$ cat src/rtl/cim_sched_pkg.sv
// Shared types and constants for the CIM S-box scheduler.
package cim_sched_pkg;

    typedef enum logic [2:0] {IDLE, ISSUE, LOOKUP, WAIT, RESP} state_e;
    typedef enum logic {SRC_DATA = 1'b0, SRC_KEY = 1'b1} src_e;

    localparam int DATA_ISSUE = 8;
    localparam int KEY_ISSUE  = 2;
    localparam int LANES      = 16;

    // Byte pair {byte 2k, byte 2k+1}; byte0 sits in the top byte.
    function automatic logic [15:0] lane_pair(input logic [LANES*8-1:0] data, input logic [2:0] k);
        return data[LANES*8-1 - 16*int'(k) -: 16];
    endfunction

endpackage

$ cat src/rtl/cim_rr_arb.sv
// Two-way round-robin arbiter: bit0 = datapath, bit1 = key.
module cim_rr_arb (
    input  logic       CLK,
    input  logic       RST,
    input  logic [1:0] req,
    input  logic       advance,
    output logic [1:0] grant
);

    logic ptr_q, ptr_d;  // 1 = key favoured on a tie

    always_comb begin
        grant = req;
        if (req == 2'b11) grant = ptr_q ? 2'b10 : 2'b01;
        ptr_d = ptr_q;
        // The source just served loses the next tie.
        if (advance) ptr_d = grant[0];
    end

    always_ff @(posedge CLK) begin
        if (RST) ptr_q <= 1'b1;
        else     ptr_q <= ptr_d;
    end

endmodule

$ cat src/rtl/cim_sbox_scheduler.sv
// Time-shares one CIM S-box macro between SubBytes (16 B) and SubWord (4 B) requests.
module cim_sbox_scheduler
    import cim_sched_pkg::*;
#(
    parameter int RD_LAT = 1,
    parameter int LANES  = 16
) (
    input  logic                 CLK,
    input  logic                 RST,
    input  logic                 dreq_vld,
    output logic                 dreq_rdy,
    input  logic [LANES*8-1:0]   dreq_data,
    input  logic                 kreq_vld,
    output logic                 kreq_rdy,
    input  logic [31:0]          kreq_data,
    output logic                 rsp_vld,
    input  logic                 rsp_rdy,
    output logic                 rsp_src,
    output logic [LANES*8-1:0]   rsp_data,
    output logic                 cim_we,
    output logic [3:0]           cim_lane,
    output logic [15:0]          cim_in,
    output logic                 cim_rd,
    input  logic [LANES*8-1:0]   cim_rio,
    output logic                 busy
);

    state_e             state_q, state_d;
    src_e               src_q, src_d;
    logic [LANES*8-1:0] pay_q, pay_d, rsp_data_q, rsp_data_d;
    logic [2:0]         cnt_q, cnt_d;
    logic               cim_we_q, cim_we_d, cim_rd_q, cim_rd_d, rsp_vld_q, rsp_vld_d;
    logic [3:0]         cim_lane_q, cim_lane_d;
    logic [15:0]        cim_in_q, cim_in_d;
    logic [1:0]         grant;
    logic               idle, hs;
    logic [2:0]         last_issue;

    assign idle     = (state_q == IDLE) && !RST;
    assign dreq_rdy = idle & grant[0];
    assign kreq_rdy = idle & grant[1];
    assign hs       = dreq_rdy | kreq_rdy;

    cim_rr_arb u_arb (
        .CLK     (CLK),
        .RST     (RST),
        .req     ({kreq_vld, dreq_vld}),
        .advance (hs),
        .grant   (grant)
    );

    always_comb begin
        state_d    = state_q;
        src_d      = src_q;
        pay_d      = pay_q;
        cnt_d      = cnt_q;
        cim_we_d   = 1'b0;
        cim_lane_d = '0;
        cim_in_d   = '0;
        cim_rd_d   = 1'b0;
        rsp_vld_d  = rsp_vld_q;
        rsp_data_d = rsp_data_q;
        last_issue = (src_q == SRC_KEY) ? 3'(KEY_ISSUE - 1) : 3'(DATA_ISSUE - 1);
        // Strobes are registered, so each state sets up the next cycle's bus values.
        case (state_q)
            IDLE: if (hs) begin
                src_d    = kreq_rdy ? SRC_KEY : SRC_DATA;
                pay_d    = kreq_rdy ? {kreq_data, {(LANES*8-32){1'b0}}} : dreq_data;
                cnt_d    = '0;
                state_d  = ISSUE;
                cim_we_d = 1'b1;
                cim_in_d = lane_pair(pay_d, 3'd0);
            end
            ISSUE: if (cnt_q == last_issue) begin
                state_d  = LOOKUP;
                cim_rd_d = 1'b1;
                cnt_d    = '0;
            end else begin
                cnt_d      = cnt_q + 3'd1;
                cim_we_d   = 1'b1;
                cim_lane_d = {cnt_d, 1'b0};
                cim_in_d   = lane_pair(pay_q, cnt_d);
            end
            LOOKUP: begin
                state_d = WAIT;
                cnt_d   = '0;
            end
            WAIT: if (cnt_q == 3'(RD_LAT - 1)) begin
                state_d    = RESP;
                rsp_vld_d  = 1'b1;
                rsp_data_d = (src_q == SRC_KEY) ? {cim_rio[LANES*8-1 -: 32], {(LANES*8-32){1'b0}}}
                                                : cim_rio;
            end else begin
                cnt_d = cnt_q + 3'd1;
            end
            RESP: if (rsp_rdy) begin
                state_d   = IDLE;
                rsp_vld_d = 1'b0;
            end
            default: state_d = IDLE;
        endcase
    end

    always_ff @(posedge CLK) begin
        if (RST) begin
            state_q    <= IDLE;
            src_q      <= SRC_DATA;
            pay_q      <= '0;
            cnt_q      <= '0;
            cim_we_q   <= 1'b0;
            cim_lane_q <= '0;
            cim_in_q   <= '0;
            cim_rd_q   <= 1'b0;
            rsp_vld_q  <= 1'b0;
            rsp_data_q <= '0;
        end else begin
            state_q    <= state_d;
            src_q      <= src_d;
            pay_q      <= pay_d;
            cnt_q      <= cnt_d;
            cim_we_q   <= cim_we_d;
            cim_lane_q <= cim_lane_d;
            cim_in_q   <= cim_in_d;
            cim_rd_q   <= cim_rd_d;
            rsp_vld_q  <= rsp_vld_d;
            rsp_data_q <= rsp_data_d;
        end
    end

    assign cim_we   = cim_we_q;
    assign cim_lane = cim_lane_q;
    assign cim_in   = cim_in_q;
    assign cim_rd   = cim_rd_q;
    assign rsp_vld  = rsp_vld_q;
    assign rsp_src  = src_q;
    assign rsp_data = rsp_data_q;
    assign busy     = (state_q != IDLE);

endmodule

$ cat config.mk
export PLATFORM = sky130hd
export DESIGN_NAME = cim_sbox_scheduler
export DESIGN_NICKNAME = d
export VERILOG_FILES = /design/src/rtl/cim_sched_pkg.sv /design/src/rtl/cim_rr_arb.sv /design/src/rtl/cim_sbox_scheduler.sv
export SDC_FILE = /design/constraint.sdc
export NUM_CORES = 1
export LEC_CHECK = 0
export CORE_MARGIN = 2
export CORE_UTILIZATION = 40
export CTS_CLUSTER_DIAMETER = 30
export CTS_CLUSTER_SIZE = 16
export DETAILED_ROUTE_END_ITERATION = 8
export GPL_TIMING_DRIVEN = 0
export HOLD_SLACK_MARGIN = 0.06
export PLACE_DENSITY = 0.74
export SETUP_SLACK_MARGIN = 0.02
export SLEW_MARGIN = 40
export SYNTH_ARGS = -nofsm -noshare
export SYNTH_HDL_FRONTEND = slang
export SYNTH_SLANG_ARGS = --single-unit
$ cat constraint.sdc
create_clock -name CLK -period 3.3 [get_ports CLK]
set_input_delay 0.66 -clock CLK [delete_from_list [all_inputs] [get_ports CLK]]
set_output_delay 0.66 -clock CLK [all_outputs]
set_load 0.05 [all_outputs]
### Word-level counts from Yosys, hierarchy flattened

Index checks and enable logic that the tools add are counted.

* register bits after elaboration: 287
* bits of input ports: 293
* output and inout bits: 155
* logic and storage cells: 69

* add/subtract/negate cells: 2
* equal/unequal tests: 11
* shift operators: 1
* mux-type cells: 25
* bitwise logic cells: 4
* reduce and logical (&&, ||, !) cells: 14

Operators by type and width (number)
* $shiftx A143 B8 Y16: 1
* $mux W128: 1
* $mux W96: 1
* $mux W16: 2
* $pmux W16 S2: 1
* $mux W3: 8
* $pmux W3 S5: 1
* $pmux W3 S4: 1
* $ne A2 B2 Y1 const B: 5
* $sub A7 B7 Y8 const A: 1
* $eq A3 B2 Y1 const B: 2
* $logic_not A3 Y1: 2
* $mux W1: 6
* $reduce_and A3 Y1: 2
* $mux W2: 2
* $pmux W1 S2: 2
* $reduce_and A2 Y1: 2
* $reduce_and A4 Y1: 1
* $reduce_bool A4 Y1: 1
* $add A3 B1 Y3 const B: 1
* $eq A3 B1 Y1 const B: 1
* $eq A3 B3 Y1: 1
* $eq A3 B3 Y1 const B: 1
* $reduce_bool A3 Y1: 1
* 9 further kinds: 10

### Logic depth before layout (Yosys ltp)

* depth after elaboration: 6
* depth in mapped cells: 11
* mapped depth without buffers: 6

### Modules after synthesis

A second synthesis with hierarchy kept.

* cells, all modules: 1255
* area total of the unflattened synthesis: 11478.5 um2

By module, submodules not included
* cim_sbox_scheduler: instances 1, cells each 1249, area each 11424.7 um2, sequential area each 5705.5 um2
* cim_rr_arb: instances 1, cells each 6, area each 53.8 um2, sequential area each 20.0 um2

### Worst setup path after synthesis

OpenSTA, ideal clock, no wires.

* kind: register to register
* start point: register cnt_q[0]
* end point: register cim_in_q[2], in the netlist cim_in[2]
* library setup time: 120 ps
* data arrival time: 2320 ps
* required time: 3180 ps
* setup slack: 861 ps
* stages on the path, launching flop included: 10
* path buffers: 4
* period minus slack after synthesis: 2439 ps
* cell sequence: dfxtp_1 -> buf_4 -> buf_6 -> inv_1 -> ha_1 -> clkbuf_1 -> clkbuf_1 -> mux4_2 -> nor3b_1 -> a211o_1

* longest elaborated chain between the ends: 5
* elaborated cells between the ends (all ways): 6
* classes of those cells: add/sub (2); eq/ne (1); shift (1); mux (2)

RTL lines
* start, declared: line cim_sbox_scheduler.sv:31 `logic [2:0] cnt_q, cnt_d;`
* start signal, assigned: line cim_sbox_scheduler.sv:120 `cnt_q <= cnt_d;`
* $add A3 B1 Y3: line cim_sbox_scheduler.sv:79 `cnt_d = cnt_q + 3'd1;`
* $sub A7 B7 Y8: line cim_sched_pkg.sv:13 `return data[LANES*8-1 - 16*int'(k) -: 16];`
* $shiftx A143 B8 Y16: line cim_sched_pkg.sv:13
* $mux W16 *: line cim_sbox_scheduler.sv:74 `ISSUE: if (cnt_q == last_issue) begin`
* $pmux W16 S2 *: line cim_sbox_scheduler.sv:65 `case (state_q)`
* end signal, assigned: line cim_sbox_scheduler.sv:123 `cim_in_q <= cim_in_d;`
* end, declared: line cim_sbox_scheduler.sv:34 `logic [15:0] cim_in_q, cim_in_d;`

Mark *: on every way between the ends. The rest lies on a longest branch, timed or not.
A chain may end at the register's enable or synchronous reset.

### Worst setup path after layout

* start point: input port dreq_vld
* end point: output port dreq_rdy

* longest elaborated chain between the ends: 3

RTL lines
* start, declared: line cim_sbox_scheduler.sv:10 `input logic dreq_vld,`
* $eq A2 B2 Y1: line cim_rr_arb.sv:14 `if (req == 2'b11) grant = ptr_q ? 2'b10 : 2'b01;`
* $mux W2 *: line cim_rr_arb.sv:14
* $and A1 B1 Y1 *: line cim_sbox_scheduler.sv:40 `assign dreq_rdy = idle & grant[0];`
* end, declared: line cim_sbox_scheduler.sv:11 `output logic dreq_rdy,`

Marks and branches as above.

==> out/metrics.yaml <==
cts_max_level: 2
critPathCaptureType: "output pin"
fp.coreArea_um2: 28900
antenna_left: 0
gp_congestion: 0.915
die-area_um2: 30900
syn_inst: 1341
grt_pass1_vias: 12300
synth.avg_cell_area_um2: 8.81
grt_pass1_wl_um: 69000
cts_num_sinks: 286
slew_headroom_pct: 50.2
clockRootBuffer: "clkbuf_16"
fin_cells: 2277
final_cell_mix: "clkdlybuf4s50_1 (444), nand2_1 (362), dfxtp_1 (286)"
clkTransAtPathRegs_ps: 50
final.setup.tns_ps: 0
vias_per_cell: 5.41
finalMaxSlewViolations: 0
grt.total_usage_pct: 29.0
vias: 12300
netlist_area_um2: 11800
worst_pin_slew_ps: 746
arrival_ps: 2580
drtIter0Drc: 1001
die_y_um: 176
tritoncts: "yes"
finalHoldViolCount: 0
area.growth.synth_to_final_pct: 59.1
clock_path_buffers: 3
drive_gt1_share_pct: 10.7
synthSimpleGateAreaFrac_pct: 23.1
hp-class: "flop to flop"
placedCellCount: 2171
hpwl_um: 34800
wl_per_cell_um: 20.4
crit_required_ps: 2640
synthAdderAreaFrac_pct: 0.212
syn_nets: 1636
grt_remaining_overflow: 0
async_flop_share_pct: 0
period_needed_ps: 3240
synth_mux_area_share_pct: 6.51
cts_buffers: 57
pin_count: 448
cts_hold_buffers: 0
vdd_drop_max_uv: 425
finalSetupViolCount: 0
nNetsFinal: 2141
routed_wl_um: 46600
synth_seq_cells: 286
num_rows: 62
crit_type: "input port to output pin"
synth_top_family_by_area: "simple AND/OR/NAND/NOR gates"
status: "finished, final reports clean"
grt_max_degree: 15
synth-compound-area-share_pct: 16.1
antenna_found_initial: 1
yosysUniqueCellTypes: 47
synth-main-ff-cell: "dfxtp_1"
ys_warn_count: 0
finalCritPeriodShare_pct: 98.0
initial_core_util_pct: 40.9
leakagePower_uw: 0.00669
skew_ps: 25.1
crit_path_start_kind: "input port"
route.detailed.drc: 0
synth-xor-area-share_pct: 0
rsz0062_at_grt: "no"
powerDensity_nw_per_um2: 573
port_buffers: 446
synth_edf_count: 0
cp_max_fo: 10
layout_commonest_cell: "clkdlybuf4s50_1"
chipWidth_um: 176
clk_latency_ps: 560
max-cap-violations: 0
yosysSeqAreaShare_pct: 48.5
drtPass1Iterations: 5
fmax_mhz: 309
[metal layers]
layer  up-vias  routed length, µm  GRT usage [%]
met4         0               2280           13.7
li1       5703                  -              -
met1      5783              17400           32.9
met2       689              22900           51.6
met3       142               4020           6.30
met5         -                  0              0
[power by group]
| group | internal, µW | switching [µW] | total, µW |
|---|---|---|---|
| Sequential | 3560 | 57.0 | 3620 |
| Clock | 4010 | 1960 | 5980 |
| Combinational | 595 | 570 | 1160 |
| Total | 8170 | 2590 | 10800 |
[final cells by class]
| type | instances | area, µm² |
|---|---|---|
| multi-input cells | 925 | 5450 |
| clock inverters | 40 | 505 |
| flip-flops and latches | 286 | 5730 |
| plain buffers | 124 | 631 |
| repair buffers | 447 | 4460 |
| fillers | 2335 | 10100 |
| inverters | 5 | 18.8 |
| clock buffers | 65 | 1520 |
| diodes | 1 | 2.50 |
| well taps | 384 | 480 |
[metrics by stage]
| step | cell area, µm² | total power [µW] | worst slack, ps | utilization [%] | hold WS, ps |
|---|---|---|---|---|---|
| floorplan | 11800 | 4210 | 861 | - | 432 |
| global placement | 16800 | 4810 | -641 | 58.1 | 438 |
| detailed placement | 16800 | 4820 | -637 | 58.1 | 443 |
| CTS | 18800 | 10800 | 19.1 | 65.1 | 450 |
| global route | 18800 | 11000 | 56.4 | 65.1 | 466 |
| finish | 18800 | 10800 | 64.6 | 65.1 | 447 |
[flip-flops by register name, indices dropped and copies added, names as in the netlist]
| signal | flops |
|---|---|
| pay_q | 128 |
| rsp_data | 128 |
| cim_in | 16 |
| cim_lane | 3 |
| cnt_q | 3 |
| state_q | 3 |
| cim_rd | 1 |
| cim_we | 1 |
| rsp_src | 1 |
| rsp_vld | 1 |
| u_arb.ptr_q | 1 |
[cells by family (layout without fill, tap and decap cells)]
logic type / Yosys count / count (layout)
buffers and inverters: 130 / 681
other: 1 / 2
DFF: 286 / 286
and+or+nand+nor: 584 / 584
muxes: 32 / 32
AOI/OAI and AO/OA: 306 / 306
adders and majority gates: 2 / 2
[worst max-delay path: stages]
cell             delay [ps]
clkdlybuf4s50_1         640
a21boi_4                330
nand2_1                 130
inv_2                   100
buf_4                   160
buf_2                   280
buf_4                   250
[Yosys cell counts (2+ instances only)]
library cell | count | area (µm²)
a211o_1 | 17 | 149
a21oi_1 | 198 | 991
a22oi_1 | 31 | 233
a311oi_1 | 33 | 289
a32oi_1 | 16 | 140
buf_1 | 2 | 7.51
buf_2 | 43 | 215
buf_4 | 6 | 45.0
buf_6 | 6 | 67.6
clkbuf_1 | 64 | 240
clkbuf_8 | 4 | 55.1
dfxtp_1 | 286 | 5730
ha_1 | 2 | 25.0
inv_1 | 4 | 15.0
mux4_1 | 11 | 289
mux4_2 | 18 | 405
mux4_4 | 3 | 75.1
nand2_1 | 362 | 1360
nand3_1 | 3 | 15.0
nand3b_1 | 100 | 751
nor2_1 | 84 | 315
nor2b_1 | 2 | 12.5
nor3_1 | 2 | 10.0
nor3b_1 | 19 | 143
o21ai_0 | 2 | 10.0
or3b_1 | 2 | 17.5
[final timing paths]
path	startpoint	to	slack [ps]	depth (start not counted)
worst min-delay path	rsp_data[30]	rsp_data[30]	450	2
worst max-delay path	dreq_vld	dreq_rdy	60	7
worst min register to register	rsp_data[30]	rsp_data[30]	450	2
worst max register to register	cnt_q[0]	cim_in[7]	360	9
[timing repair]
action,in CTS,in global routing
setup buffers,0,1
endpoints found under the setup margin,2,5
gates resized for setup,13,4
(Power assumes the default switching activity.)
